## src/rtl/execute_unit_if.sv

```systemverilog
// Register-file-side bus of the execute stage: operand/opcode request in,
// write strike, result and flags out.
interface execute_unit_if;
  logic        start;
  logic [2:0]  op;
  logic [2:0]  dstIn;
  logic [15:0] dataA;
  logic [15:0] dataB;
  logic        RFwrite;
  logic [2:0]  regW;
  logic [15:0] dataW;
  logic        busy;
  logic        done;
  logic        Z;
  logic        N;
  logic        C;

  modport master (
    output start, op, dstIn, dataA, dataB,
    input  RFwrite, regW, dataW, busy, done, Z, N, C
  );

  modport slave (
    input  start, op, dstIn, dataA, dataB,
    output RFwrite, regW, dataW, busy, done, Z, N, C
  );
endinterface

```

## src/rtl/execute_unit.sv

```systemverilog
// Execute stage of the 16-bit CPU: single-cycle ALU ops plus a 16-iteration
// shift-add multiply, writing the register file for exactly one cycle per op.
module execute_unit (
  input  logic         CLK,
  input  logic         reset,
  execute_unit_if.slave bus
);
  typedef enum logic {IDLE = 1'b0, MUL = 1'b1} state_t;

  localparam logic [2:0] OP_ADD = 3'b000;
  localparam logic [2:0] OP_SUB = 3'b001;
  localparam logic [2:0] OP_AND = 3'b010;
  localparam logic [2:0] OP_OR  = 3'b011;
  localparam logic [2:0] OP_SHL = 3'b100;
  localparam logic [2:0] OP_SHR = 3'b101;
  localparam logic [2:0] OP_MUL = 3'b110;

  state_t      r_state;
  state_t      w_next_state;
  logic [15:0] r_mcand;
  logic [15:0] r_mplier;
  logic [15:0] r_acc;
  logic [3:0]  r_cnt;
  logic [2:0]  r_dst;
  logic [15:0] r_dataW;
  logic [2:0]  r_regW;
  logic        r_rfwrite;
  logic        r_Z;
  logic        r_N;
  logic        r_C;
  logic [16:0] w_alu;
  logic [15:0] w_acc_next;

  // Returns {carry, result}; carry is only meaningful for ADD/SUB.
  function automatic logic [16:0] alu_op(input logic [2:0] op,
                                         input logic [15:0] a,
                                         input logic [15:0] b);
    logic [16:0] r;
    r = '0;
    case (op)
      OP_ADD:  r = {1'b0, a} + {1'b0, b};
      OP_SUB:  r = {(a >= b), a - b};
      OP_AND:  r = {1'b0, a & b};
      OP_OR:   r = {1'b0, a | b};
      OP_SHL:  r = {1'b0, a << b[3:0]};
      OP_SHR:  r = {1'b0, a >> b[3:0]};
      default: r = {1'b0, b};
    endcase
    return r;
  endfunction

  assign w_alu      = alu_op(bus.op, bus.dataA, bus.dataB);
  assign w_acc_next = r_mplier[0] ? r_acc + r_mcand : r_acc;

  always_comb begin
    w_next_state = r_state;
    case (r_state)
      IDLE:    if (bus.start && bus.op == OP_MUL) w_next_state = MUL;
      MUL:     if (r_cnt == 4'd15) w_next_state = IDLE;
      default: w_next_state = IDLE;
    endcase
  end

  always_ff @(posedge CLK) begin
    if (reset) r_state <= IDLE;
    else       r_state <= w_next_state;
  end

  always_ff @(posedge CLK) begin
    if (reset) begin
      r_mcand   <= '0;
      r_mplier  <= '0;
      r_acc     <= '0;
      r_cnt     <= '0;
      r_dst     <= '0;
      r_dataW   <= '0;
      r_regW    <= '0;
      r_rfwrite <= 1'b0;
      r_Z       <= 1'b0;
      r_N       <= 1'b0;
      r_C       <= 1'b0;
    end else begin
      r_rfwrite <= 1'b0;
      if (r_state == IDLE) begin
        if (bus.start && bus.op != OP_MUL) begin
          r_dataW   <= w_alu[15:0];
          r_regW    <= bus.dstIn;
          r_rfwrite <= 1'b1;
          r_Z       <= (w_alu[15:0] == 16'h0000);
          r_N       <= w_alu[15];
          r_C       <= (bus.op == OP_ADD || bus.op == OP_SUB) ? w_alu[16] : 1'b0;
        end else if (bus.start) begin
          r_mcand  <= bus.dataA;
          r_mplier <= bus.dataB;
          r_acc    <= '0;
          r_cnt    <= '0;
          r_dst    <= bus.dstIn;
        end
      end else begin
        // One shift-add step per cycle; the 16th step writes back directly.
        r_acc    <= w_acc_next;
        r_mcand  <= r_mcand << 1;
        r_mplier <= r_mplier >> 1;
        r_cnt    <= r_cnt + 4'd1;
        if (r_cnt == 4'd15) begin
          r_dataW   <= w_acc_next;
          r_regW    <= r_dst;
          r_rfwrite <= 1'b1;
          r_Z       <= (w_acc_next == 16'h0000);
          r_N       <= w_acc_next[15];
          r_C       <= 1'b0;
        end
      end
    end
  end

  assign bus.RFwrite = r_rfwrite;
  assign bus.done    = r_rfwrite;
  assign bus.regW    = r_regW;
  assign bus.dataW   = r_dataW;
  assign bus.busy    = (r_state == MUL);
  assign bus.Z       = r_Z;
  assign bus.N       = r_N;
  assign bus.C       = r_C;
endmodule

```

## src/flat_wrapper.sv

```systemverilog
// flat-port wrapper written by rule: the top's interface ports become plain ports
module execute_unit_flat 
  (CLK, reset, bus_start, bus_op, bus_dstIn, bus_dataA, bus_dataB, bus_RFwrite, bus_regW, bus_dataW, bus_busy, bus_done, bus_Z, bus_N, bus_C);
  execute_unit_if bus_i ();
  input  logic CLK;
  input  logic reset;
  input wire logic [$bits(bus_i.start)-1:0] bus_start;
  input wire logic [$bits(bus_i.op)-1:0] bus_op;
  input wire logic [$bits(bus_i.dstIn)-1:0] bus_dstIn;
  input wire logic [$bits(bus_i.dataA)-1:0] bus_dataA;
  input wire logic [$bits(bus_i.dataB)-1:0] bus_dataB;
  output wire logic [$bits(bus_i.RFwrite)-1:0] bus_RFwrite;
  output wire logic [$bits(bus_i.regW)-1:0] bus_regW;
  output wire logic [$bits(bus_i.dataW)-1:0] bus_dataW;
  output wire logic [$bits(bus_i.busy)-1:0] bus_busy;
  output wire logic [$bits(bus_i.done)-1:0] bus_done;
  output wire logic [$bits(bus_i.Z)-1:0] bus_Z;
  output wire logic [$bits(bus_i.N)-1:0] bus_N;
  output wire logic [$bits(bus_i.C)-1:0] bus_C;
  assign bus_i.start = bus_start;
  assign bus_i.op = bus_op;
  assign bus_i.dstIn = bus_dstIn;
  assign bus_i.dataA = bus_dataA;
  assign bus_i.dataB = bus_dataB;
  assign bus_RFwrite = bus_i.RFwrite;
  assign bus_regW = bus_i.regW;
  assign bus_dataW = bus_i.dataW;
  assign bus_busy = bus_i.busy;
  assign bus_done = bus_i.done;
  assign bus_Z = bus_i.Z;
  assign bus_N = bus_i.N;
  assign bus_C = bus_i.C;
  execute_unit u_core (.CLK(CLK), .reset(reset), .bus(bus_i));
endmodule
```

## config.mk

```make
export PLATFORM = sky130hd
export DESIGN_NAME = execute_unit_flat
export DESIGN_NICKNAME = d
export VERILOG_FILES = /design/src/rtl/execute_unit_if.sv /design/src/rtl/execute_unit.sv /design/src/flat_wrapper.sv
export SDC_FILE = /design/constraint.sdc
export NUM_CORES = 1
export LEC_CHECK = 0
export CAP_MARGIN = 20
export CORE_MARGIN = 2
export CORE_UTILIZATION = 35
export CTS_BUF_LIST = sky130_fd_sc_hd__clkbuf_8
export DETAILED_ROUTE_END_ITERATION = 12
export GPL_TIMING_DRIVEN = 0
export PLACE_DENSITY_LB_ADDON = 0.05
export SYNTH_ARGS = -nofsm -noshare
export SYNTH_HDL_FRONTEND = slang
export SYNTH_SLANG_ARGS = --single-unit
```

## constraint.sdc

```tcl
create_clock -name CLK -period 4.1 [get_ports CLK]
set_input_delay 0.82 -clock CLK [delete_from_list [all_inputs] [get_ports CLK]]
set_output_delay 0.82 -clock CLK [all_outputs]
set_load 0.02 [all_outputs]
```

* Word level (Yosys, flattened, before mapping)
Cells that the tools add are included.
W data, S select, Z words.
** Word-level totals
- Input bits :: 41
- Output and inout bits :: 25
- Bits in registers :: 79
** Cells by class
- Mux-type cells :: 36
- Magnitude comparators :: 1
- Bitwise gates (word level) :: 4
- Add/subtract/negate cells :: 4
- Equality and inequality tests :: 10
- Shifts and indexed selects :: 2
- Reductions and logical operators :: 13
** Operators by type and width (count)
- $mux W16 :: 10
- $pmux W17 S6 :: 1
- $mux W15 :: 3
- $logic_not A16 Y1 :: 2
- $add A16 B16 Y17 :: 1
- $add A16 B16 Y16 :: 1
- $and A16 B16 Y16 :: 1
- $ge A16 B16 Y1 :: 1
- $or A16 B16 Y16 :: 1
- $shl A16 B4 Y16 :: 1
- $shr A16 B4 Y16 :: 1
- $sub A16 B16 Y16 :: 1
- $mux W1 :: 15
- $mux W4 :: 3
- $eq A3 B3 Y1 const B :: 3
- $mux W3 :: 3
- $eq A3 B2 Y1 const B :: 2
- $reduce_and A2 Y1 :: 3
- $add A4 B1 Y4 const B :: 1
- $eq A4 B4 Y1 const B :: 1
- $reduce_bool A2 Y1 :: 2
- $eq A3 B1 Y1 const B :: 1
- $logic_not A3 Y1 :: 1
- $ne A3 B3 Y1 const B :: 1
- 8 further kinds :: 10

* Longest topological paths before layout
Gate-level depths: netlist of run 1.
- Word-level depth :: 5
- Mapped depth :: 14

* Worst setup path before layout of run 1
No wires, ideal clock.
- Path type :: input to register
- Start :: input port bus_dataB[2]
- End :: register u_core.r_dataW[15] (netlist: u_core.bus.dataW[15])
- Slack :: 0.413 ns
- Data arrival time :: 3.584 ns
- Buffers on the path :: 2
- Library setup time :: 0.103 ns
- Required time :: 3.997 ns
- Cell stages on the path :: 13
- Cells stage by stage :: buf_2 > inv_1 > buf_1 > ha_1 > nor3_2 > a2111oi_4 > o31ai_2 > a31o_2 > a2111oi_2 > a21oi_1 > xor2_1 > a21o_1 > a2111oi_2
** On the way
- Word-level cells in the longest chain between the ends :: 4
** RTL lines
- from (decl) :: line flat_wrapper.sv:11 : input wire logic [$bits(bus_i.dataB)-1:0] bus_dataB;
- $sub A16 B16 Y16 (tied with other cells) :: line execute_unit.sv:42 : OP_SUB: r = {(a >= b), a - b};
- $pmux W17 S6 (*) :: line execute_unit.sv:40 : case (op)
- $mux W16 (*) :: line execute_unit.sv:85 : if (bus.start && bus.op != OP_MUL) begin
- $mux W16 (*) :: line execute_unit.sv:84 : if (r_state == IDLE) begin
- to (signal assigned) :: line execute_unit.sv:86 : r_dataW <= w_alu[15:0];
- to (signal assigned) :: line execute_unit.sv:106 : r_dataW <= w_acc_next;
- to (decl) :: line execute_unit.sv:25 : logic [15:0] r_dataW;
Every way passes the cells marked *; elsewhere a longest branch is shown, timed or not. The select of a mux whose other input is x is not followed.
A chain may end at the register's enable or synchronous reset.

* Worst setup path in the final report of run 1
- Start :: input port bus_dataA[6]
- End :: register u_core.r_Z (netlist: u_core.bus.Z)
** On the way
- Word-level cells in the longest chain between the ends :: 5
** RTL lines
- from (decl) :: line flat_wrapper.sv:10 : input wire logic [$bits(bus_i.dataA)-1:0] bus_dataA;
- $sub A16 B16 Y16 (tied with other cells) :: line execute_unit.sv:42
- $pmux W17 S6 (*) :: line execute_unit.sv:40
- $logic_not A16 Y1 (*) :: line execute_unit.sv:89 : r_Z <= (w_alu[15:0] == 16'h0000);
- $mux W1 (*) :: line execute_unit.sv:85
- $mux W1 (*) :: line execute_unit.sv:84
- to (signal assigned) :: line execute_unit.sv:89
- to (signal assigned) :: line execute_unit.sv:109 : r_Z <= (w_acc_next == 16'h0000);
- to (decl) :: line execute_unit.sv:28 : logic r_Z;
Marks and branches as above.

==> metrics.txt, run 1 <==
# TYPE chip_impl_metric gauge
chip_impl_metric{name="initial_core_util",unit="%"} 35.8
chip_impl_metric{name="grt_pass1_vias",unit=""} 8615
chip_impl_metric{name="worstMarginPinSlew",unit="ps"} 1110
chip_impl_metric{name="synth.net_count",unit=""} 1231
chip_impl_metric{name="vdd_drop_max",unit="mV"} 0.129
chip_impl_metric{name="power_density",unit="nW/µm²"} 228
chip_impl_metric{name="routed_wirelength",unit="µm"} 35500
chip_impl_metric{name="maxCapViolCount",unit=""} 0
chip_impl_metric{name="timing.critical_path.arrival",unit="ps"} 4310
chip_impl_metric{name="stdcell_count",unit=""} 1525
chip_impl_metric{name="fp-row-count",unit=""} 56
chip_impl_metric{name="count_of_routing_violations_after_the_opening_detailed_route_iteration",unit=""} 868
chip_impl_metric{name="gr-usage-met1",unit="%"} 41.1
chip_impl_metric{name="worst-endpoint-required",unit="ps"} 4420
chip_impl_metric{name="final_slew_violations",unit=""} 0
chip_impl_metric{name="fp.dieArea",unit="µm²"} 25300
chip_impl_metric{name="grt_util_met2",unit="%"} 40.4
chip_impl_info{name="holdCritPathClass",value="flop to flop"} 1
chip_impl_metric{name="clk_transition_reported_paths",unit="ps"} 90
chip_impl_metric{name="floorplan.io_pins",unit=""} 66
chip_impl_metric{name="vias_per_cell",unit=""} 5.99
chip_impl_metric{name="clockBufferDepth",unit=""} 2
chip_impl_metric{name="slew_headroom",unit="%"} 24.0
chip_impl_metric{name="numPortBuffers",unit=""} 63
chip_impl_info{name="grt-busiest-layer",value="met1"} 1
chip_impl_metric{name="floorplan.die.width",unit="µm"} 159
chip_impl_metric{name="ys_seq_area_share",unit="%"} 18.5
chip_impl_metric{name="ys_seq_elements",unit=""} 78
chip_impl_metric{name="mappedNetlistArea",unit="µm²"} 8420
chip_impl_metric{name="postRouteAntennaNets",unit=""} 0
chip_impl_metric{name="routed_wire_length_per_instance",unit="µm"} 23.3
chip_impl_info{name="synth_largest_area_cell",value="sky130_fd_sc_hd__dfxtp_1"} 1
chip_impl_info{name="rr_endpoint",value="u_core.bus.Z"} 1
chip_impl_metric{name="core_area",unit="µm²"} 23500
chip_impl_metric{name="cts.sink_count",unit=""} 78
chip_impl_metric{name="synthesis.area_per_instance",unit="µm²"} 7.53
chip_impl_metric{name="deepest_level_of_the_cts_h_tree",unit=""} 3
chip_impl_info{name="worst_r2r_startpoint",value="u_core.bus.busy"} 1
chip_impl_metric{name="number_of_buffers_added_by_the_clock_tree_synthesis_step",unit=""} 9
chip_impl_metric{name="p_leak",unit="nW"} 3.88
chip_impl_info{name="synth_ff_type",value="sky130_fd_sc_hd__dfxtp_1"} 1
chip_impl_info{name="timing.critical_path.to_type",value="flop"} 1
chip_impl_metric{name="setup_viol",unit=""} 0
chip_impl_metric{name="drt_first_pass_iters",unit=""} 5
chip_impl_metric{name="initial_antenna_violation_count",unit=""} 0
chip_impl_info{name="cts.root.buffer_cell",value="sky130_fd_sc_hd__clkbuf_8"} 1
chip_impl_metric{name="grt_util_met3",unit="%"} 5.26
chip_impl_info{name="outcome",value="finished clean"} 1
chip_impl_metric{name="critical_path_peak_fanout",unit=""} 10
chip_impl_metric{name="dp.cells",unit=""} 1502
chip_impl_metric{name="post-route-period-util",unit="%"} 97.3
chip_impl_info{name="worst-setup-path-type",value="input port to flop"} 1
chip_impl_metric{name="wire_length_of_the_first_global_routing_pass",unit="µm"} 53600
chip_impl_metric{name="finalHoldViolations",unit=""} 0
chip_impl_metric{name="setup_tns",unit="ps"} 0
chip_impl_info{name="timing.hold.worst.start",value="u_core.r_mplier[6]"} 1
chip_impl_metric{name="nNetsFinal",unit=""} 1313
chip_impl_metric{name="drive_above_1_share",unit="%"} 12.7
chip_impl_info{name="min_delay_worst_endpoint",value="u_core.r_mplier[5]"} 1
chip_impl_metric{name="hpwl",unit="µm"} 27700
chip_impl_metric{name="synth_edf_count",unit=""} 0
chip_impl_metric{name="whs_path_depth",unit=""} 2
chip_impl_info{name="cts_tree",value="built"} 1
chip_impl_metric{name="remaining_overflow_grt",unit=""} 0
chip_impl_metric{name="yosysWarnings",unit=""} 0
chip_impl_metric{name="insertedDiodeCount",unit=""} 0
chip_impl_metric{name="fp.dieH",unit="µm"} 159
chip_impl_metric{name="cell_depth_of_the_worst_flop_to_flop_path",unit=""} 10
chip_impl_metric{name="gp_congestion",unit=""} 0.956
chip_impl_metric{name="syn-instance-count",unit=""} 1119
chip_impl_metric{name="synth.distinct_cells",unit=""} 89
chip_impl_info{name="yosys-top-cells-area",value="sky130_fd_sc_hd__dfxtp_1 (19%), sky130_fd_sc_hd__ha_1 (10%), sky130_fd_sc_hd__a21oi_1 (7.8%)"} 1
chip_impl_metric{name="area_growth",unit="%"} 18.3
chip_impl_metric{name="synth_top_area_share",unit="%"} 18.5
chip_impl_metric{name="globalRouteTotalUtil",unit="%"} 27.4
chip_impl_metric{name="period_minus_slack",unit="ps"} 3990
chip_impl_metric{name="grt_start_max_net_pins",unit=""} 16
chip_impl_metric{name="insertion_delay",unit="ps"} 370
chip_impl_metric{name="synth-async-reset-ratio",unit="%"} 0
chip_impl_metric{name="detailroute.via_count",unit=""} 9134
chip_impl_metric{name="achievable-frequency",unit="MHz"} 251
chip_impl_metric{name="remaining_drc_errors",unit=""} 0
chip_impl_metric{name="reg2reg_setup_slack",unit="ps"} 240
chip_impl_info{name="setup.worst_path.start_class",value="input port"} 1
chip_impl_metric{name="clock-skew-final",unit="ps"} 12.1
worst max-delay path, cell delays in order:
cell	delay [ps]
sky130_fd_sc_hd__clkdlybuf4s50_1	550
sky130_fd_sc_hd__buf_2	280
sky130_fd_sc_hd__inv_1	110
sky130_fd_sc_hd__ha_1	290
sky130_fd_sc_hd__buf_2	200
sky130_fd_sc_hd__a21oi_1	250
sky130_fd_sc_hd__nand2_1	150
sky130_fd_sc_hd__o211ai_1	200
sky130_fd_sc_hd__and3_1	310
sky130_fd_sc_hd__o31ai_1	130
sky130_fd_sc_hd__o32ai_2	380
sky130_fd_sc_hd__o2111ai_1	180
sky130_fd_sc_hd__nor4_2	290
sky130_fd_sc_hd__a211o_1	150
layer usage:
| layer | wire length [µm] | part of all wire, % |
|---|---|---|
| met1 | 16700 | 47 |
| met2 | 15000 | 42 |
| met3 | 3070 | 8.7 |
| met4 | 712 | 2.0 |
| met5 | 0 | 0 |
report_power, final:
part | switching, mW | internal, mW
clock | 0.326 | 0.227
sequential | 0.0176 | 0.783
combinational | 0.565 | 0.351
total | 0.909 | 1.36
how the worst max path moves through the flow:
stage / start / end / depth (start not counted)
CTS: bus_dataB[0] / u_core.bus.Z / 15
finish: bus_dataA[6] / u_core.bus.Z / 14
global placement: bus_dataB[1] / u_core.bus.Z / 15
global route: bus_dataB[0] / u_core.bus.Z / 15
detailed placement: bus_dataB[1] / u_core.bus.Z / 15
floorplan: bus_dataB[2] / u_core.bus.dataW[15] / 13
cell families (layout without fill, tap and decap cells):
group	Yosys count	in the layout	synth area share [%]
compound gates	350	350	27.8
simple gates	393	393	22.2
buf+inv	145	232	7.44
fa+ha+maj	71	71	10.8
flops	78	78	18.5
xor+xnor	15	15	1.56
mux	67	67	11.6
synth_stat cells (all sizes together) (4+ instances only):
cell / n
a221oi: 8
mux2i: 33
o31ai: 16
nand4: 5
nor2b: 13
o21bai: 8
or3: 5
a21boi: 4
or2: 7
o21ai: 45
nor2: 144
o211ai: 12
a21oi: 132
mux2: 11
nand2b: 10
and3: 22
a31oi: 8
nor3: 22
o22ai: 7
a311oi: 5
inv: 56
nand2: 84
o32ai: 5
o21a: 7
o2111ai: 5
nor4: 8
a22oi: 12
ha: 68
a21o: 8
and2: 4
a211oi: 25
nor3b: 6
xor2: 4
dfxtp: 78
buf: 32
a211o: 4
mux4: 23
xnor2: 11
nand3: 44
nor4b: 5
clkbuf: 56
a2111oi: 8
area by class of cell:
| cell class | count | area (µm²) |
|---|---|---|
| Inverter | 57 | 221 |
| Fill cell | 2507 | 13600 |
| Clock inverter | 7 | 55.1 |
| Sequential cell | 78 | 1560 |
| Timing Repair Buffer | 73 | 693 |
| Multi-Input combinational cell | 896 | 6460 |
| Buffer | 86 | 444 |
| Tap cell | 319 | 399 |
| Clock buffer | 9 | 124 |
repair_timing:
action / in CTS / in global routing
setup buffers: 1 / 7
gates resized for setup: 42 / 38
pin swaps: 2 / 8
hold buffers: 0 / 0
setup endpoints to repair: 12 / 8
cloned: 0 / 0
placed cells by master (no fill, tap or decap), types with 6 or more instances in the layout:
cell type                         instances
sky130_fd_sc_hd__ha_1                    64
sky130_fd_sc_hd__o31ai_1                 13
sky130_fd_sc_hd__and3_1                  22
sky130_fd_sc_hd__a211oi_1                22
sky130_fd_sc_hd__clkbuf_1                47
sky130_fd_sc_hd__mux4_2                  23
sky130_fd_sc_hd__a21oi_1                127
sky130_fd_sc_hd__or2_2                    6
sky130_fd_sc_hd__nor3_1                  21
sky130_fd_sc_hd__a21o_1                   7
sky130_fd_sc_hd__clkdlybuf4s50_1         54
sky130_fd_sc_hd__dfxtp_1                 78
sky130_fd_sc_hd__o21ai_0                 42
sky130_fd_sc_hd__nor2b_1                 13
sky130_fd_sc_hd__o21bai_1                 7
sky130_fd_sc_hd__o21a_1                   7
sky130_fd_sc_hd__buf_2                   15
sky130_fd_sc_hd__nor2_1                 143
sky130_fd_sc_hd__mux2i_1                 33
sky130_fd_sc_hd__a22oi_1                 12
sky130_fd_sc_hd__clkbuf_8                 9
sky130_fd_sc_hd__o22ai_1                  7
sky130_fd_sc_hd__nand3_1                 43
sky130_fd_sc_hd__xnor2_1                 11
sky130_fd_sc_hd__buf_4                   16
sky130_fd_sc_hd__a221oi_1                 6
sky130_fd_sc_hd__clkbuf_2                 7
sky130_fd_sc_hd__o211ai_1                12
sky130_fd_sc_hd__mux2_2                   9
sky130_fd_sc_hd__a31oi_1                  8
sky130_fd_sc_hd__nand2_1                 83
sky130_fd_sc_hd__inv_1                   54
sky130_fd_sc_hd__nand2b_1                10
flip-flops by register name, indices dropped and copies added, names as in the netlist:
name and flops:
u_core.bus.dataW 16, u_core.r_acc 16, u_core.r_mcand 16, u_core.r_mplier 16, u_core.r_cnt 4, u_core.bus.regW 3, u_core.r_dst 3, u_core.bus.C 1
u_core.bus.RFwrite 1, u_core.bus.Z 1, u_core.bus.busy 1
per-stage QoR:
| stage | setup slack [ps] | instance area [µm²] | util (%) | power (mW) | hold WS, ps |
|---|---|---|---|---|---|
| after global routing | -27.5 | 9960 | 42.3 | 2.38 | 531 |
| after global placement | -1350 | 9450 | 40.2 | 1.67 | 472 |
| after floorplan | 413 | 8420 | - | 1.34 | 451 |
| final | 113 | 9960 | 42.3 | 2.27 | 501 |
| after CTS | 10.1 | 9780 | 41.5 | 2.24 | 497 |
| after detailed placement | -1340 | 9460 | 40.2 | 1.66 | 478 |
Power figures use the tool's default switching activity.
==> inputs of run 2 (changes only) <==
Settings changed: SLEW_MARGIN set to 25.
==> run 2 against run 1 <==
  * Combinational power is essentially flat
  * Sequential cell count unchanged
  * First-iteration DRC count fell by 1.3%
  * Final cell count decreased by 0.20%
  * Critical path type unchanged
  * Largest cell class unchanged
  * Highest routed layer unchanged
==> metrics.txt, run 2 (synthesis gave the netlist of run 1 again) <==
# TYPE chip_impl_metric gauge
chip_impl_metric{name="timing.final.ws_setup",unit="ps"} 61.9
chip_impl_metric{name="power_density",unit="nW/µm²"} 235
chip_impl_metric{name="insertion_delay",unit="ps"} 360
chip_impl_metric{name="achievable-frequency",unit="MHz"} 248
chip_impl_metric{name="numPortBuffers",unit=""} 63
chip_impl_info{name="holdCritPathClass",value="flop to flop"} 1
chip_impl_metric{name="routed_wirelength",unit="µm"} 35500
chip_impl_metric{name="core_area",unit="µm²"} 23500
chip_impl_info{name="crit_path_cell_trace",value="clkdlybuf4s15_1 > inv_1 > ha_1 > nor2b_1 > nor4_1 > o21ai_1 > nor4bb_2 > nand4_1 > o32ai_2 > o2111ai_1 > nor4_1 > a211o_1"} 1
chip_impl_metric{name="setup_viol",unit=""} 0
chip_impl_metric{name="routed_wire_length_per_instance",unit="µm"} 23.3
chip_impl_info{name="setup.worst_path.start_class",value="input port"} 1
chip_impl_metric{name="wire_length_of_the_first_global_routing_pass",unit="µm"} 53900
chip_impl_metric{name="drt_first_pass_iters",unit=""} 5
chip_impl_metric{name="regArea",unit="µm²"} 1560
chip_impl_metric{name="maxCapViolCount",unit=""} 0
chip_impl_metric{name="insertedDiodeCount",unit=""} 0
chip_impl_metric{name="floorplan.io_pins",unit=""} 66
chip_impl_metric{name="post-route-period-util",unit="%"} 98.5
chip_impl_metric{name="count_of_routing_violations_after_the_opening_detailed_route_iteration",unit=""} 857
chip_impl_metric{name="met1Wirelength",unit="µm"} 16900
chip_impl_metric{name="number_of_buffers_added_by_the_clock_tree_synthesis_step",unit=""} 9
chip_impl_metric{name="vias_per_cell",unit=""} 6.04
chip_impl_metric{name="fp.dieH",unit="µm"} 159
chip_impl_metric{name="hpwl",unit="µm"} 27700
chip_impl_metric{name="worstMarginPinSlew",unit="ps"} 1150
chip_impl_metric{name="final_slew_violations",unit=""} 0
chip_impl_metric{name="remaining_overflow_grt",unit=""} 0
chip_impl_info{name="rsz0062_at_grt",value="yes"} 1
chip_impl_metric{name="p_leak",unit="nW"} 3.88
chip_impl_metric{name="worst_path_largest_cell_delay",unit="ps"} 610
chip_impl_metric{name="cts.hold.buffers_added",unit=""} 0
chip_impl_metric{name="detailroute.via_count",unit=""} 9194
chip_impl_metric{name="fp.dieArea",unit="µm²"} 25300
chip_impl_metric{name="finalHoldViolations",unit=""} 0
chip_impl_metric{name="placement.setup.worst_slack",unit="ps"} -1280
chip_impl_metric{name="initial_core_util",unit="%"} 35.8
chip_impl_metric{name="reg2reg_setup_slack",unit="ps"} 180
chip_impl_info{name="cp_common_cell",value="sky130_fd_sc_hd__nor4_1"} 1
chip_impl_metric{name="critical_path_peak_fanout",unit=""} 12
chip_impl_metric{name="remaining_drc_errors",unit=""} 0
chip_impl_metric{name="multi_input_area",unit="µm²"} 6450
chip_impl_metric{name="vdd_drop_max",unit="mV"} 0.144
chip_impl_metric{name="fp-row-count",unit=""} 56
chip_impl_info{name="top_layer_used",value="met4"} 1
chip_impl_metric{name="slew_headroom",unit="%"} 21.3
chip_impl_metric{name="deepest_level_of_the_cts_h_tree",unit=""} 3
chip_impl_metric{name="globalRouteTotalUtil",unit="%"} 27.4
chip_impl_metric{name="clockBufferDepth",unit=""} 2
chip_impl_metric{name="met3_wirelength",unit="µm"} 2920
chip_impl_info{name="layout_commonest_cell",value="sky130_fd_sc_hd__nor2_1"} 1
chip_impl_metric{name="area_growth",unit="%"} 18.3
chip_impl_metric{name="period_minus_slack",unit="ps"} 4040
chip_impl_metric{name="worst-endpoint-required",unit="ps"} 4420
chip_impl_metric{name="postRouteAntennaNets",unit=""} 0
chip_impl_metric{name="nNetsFinal",unit=""} 1310
chip_impl_metric{name="cts.sink_count",unit=""} 78
chip_impl_metric{name="timing.critical_path.arrival",unit="ps"} 4350
chip_impl_metric{name="clk_transition_reported_paths",unit="ps"} 90
chip_impl_info{name="worst-setup-path-type",value="input port to flop"} 1
chip_impl_info{name="timing.critical_path.to_type",value="flop"} 1
chip_impl_metric{name="setup_tns",unit="ps"} 0
chip_impl_metric{name="initial_antenna_violation_count",unit=""} 0
chip_impl_info{name="crit_path_slowest_cell",value="sky130_fd_sc_hd__clkdlybuf4s15_1"} 1
chip_impl_info{name="outcome",value="finished clean"} 1
chip_impl_metric{name="grt_start_max_net_pins",unit=""} 15
chip_impl_metric{name="clock-skew-final",unit="ps"} 14.4
chip_impl_metric{name="drive_above_1_share",unit="%"} 11.8
chip_impl_info{name="mostFrequentLayoutCells",value="sky130_fd_sc_hd__nor2_1 (143), sky130_fd_sc_hd__a21oi_1 (129), sky130_fd_sc_hd__nand2_1 (83)"} 1
chip_impl_metric{name="floorplan.die.width",unit="µm"} 159
chip_impl_metric{name="grt_pass1_vias",unit=""} 8635
chip_impl_info{name="cts.root.buffer_cell",value="sky130_fd_sc_hd__clkbuf_8"} 1
chip_impl_metric{name="detailroute.wirelength.met2",unit="µm"} 15000
chip_impl_metric{name="gp_congestion",unit=""} 0.956
chip_impl_info{name="cts_tree",value="built"} 1
chip_impl_metric{name="fill_cells",unit=""} 2489
## run 2: cell count changes in the layout (fill, tap and decap cells not counted), sizes merged
cell / delta
clkbuf: -3
clkinv: -3
clkdlybuf4s15: +2
inv: +2
bufinv: +1
clkinvlp: -1
dlygate4sd2: -1
## run 2: per-stage QoR
stage          instances  power (mW)  util [%]  hold WS, ps  area, µm²
3_5_place_dp        1501        1.66      40.2          474       9460
4_1_cts             1518        2.31      41.8          496       9830
2_1_floorplan       1119        1.34         -          451       8420
3_3_place_gp        1501        1.67      40.2          472       9450
5_1_grt             1522        2.44      42.3          529       9970
6_report            1522        2.34      42.3          502       9970
## run 2: final timing paths
| check | startpoint | endpoint | cells past startpoint |
|---|---|---|---|
| worst min register to register | u_core.bus.dataW[1] | u_core.bus.dataW[1] | 2 |
| worst min-delay path | u_core.bus.dataW[1] | u_core.bus.dataW[1] | 2 |
| worst max register to register | u_core.bus.busy | u_core.bus.Z | 10 |
| worst max-delay path | bus_dataA[11] | u_core.bus.Z | 12 |
## run 2: area by class of cell
type                    instances  area share (%)
clock inverters                 6           0.678
multi-input cells             896            64.7
flip-flops and latches         78            15.7
repair buffers                 71            6.92
plain buffers                  85            4.48
clock buffers                  10            1.38
well taps                     319            4.00
inverters                      57            2.18
## run 2: repair_timing
action | CTS | global route
endpoints found under the setup margin | 12 | 8
pin swaps | 2 | 9
gates resized for setup | 45 | 31
hold endpoints to repair | 0 | 0
buffers inserted | 1 | 7
## run 2: where the power goes
group	switching (mW)	leakage, nW	total, mW	internal (mW)
Combinational	0.566	3.14	0.916	0.351
Sequential	0.0178	0.633	0.801	0.783
Clock	0.320	0.105	0.622	0.303
Total	0.903	3.88	2.34	1.44
## run 2: worst max-delay path: cells and delay by family
kind	cells	cell delay [ps]
AND/OR/NAND/NOR	5	1240
adder cells (fa/ha/maj)	1	440
AO/OA/AOI/OAI	4	970
buffers and inverters	2	880
## run 2: routing by layer
layer  vias to the layer above  GRT usage [%]
li1                       4270              -
met1                      4452           40.9
met2                       422           40.7
met3                        50           5.39
met4                         0           5.62
met5                         -              0
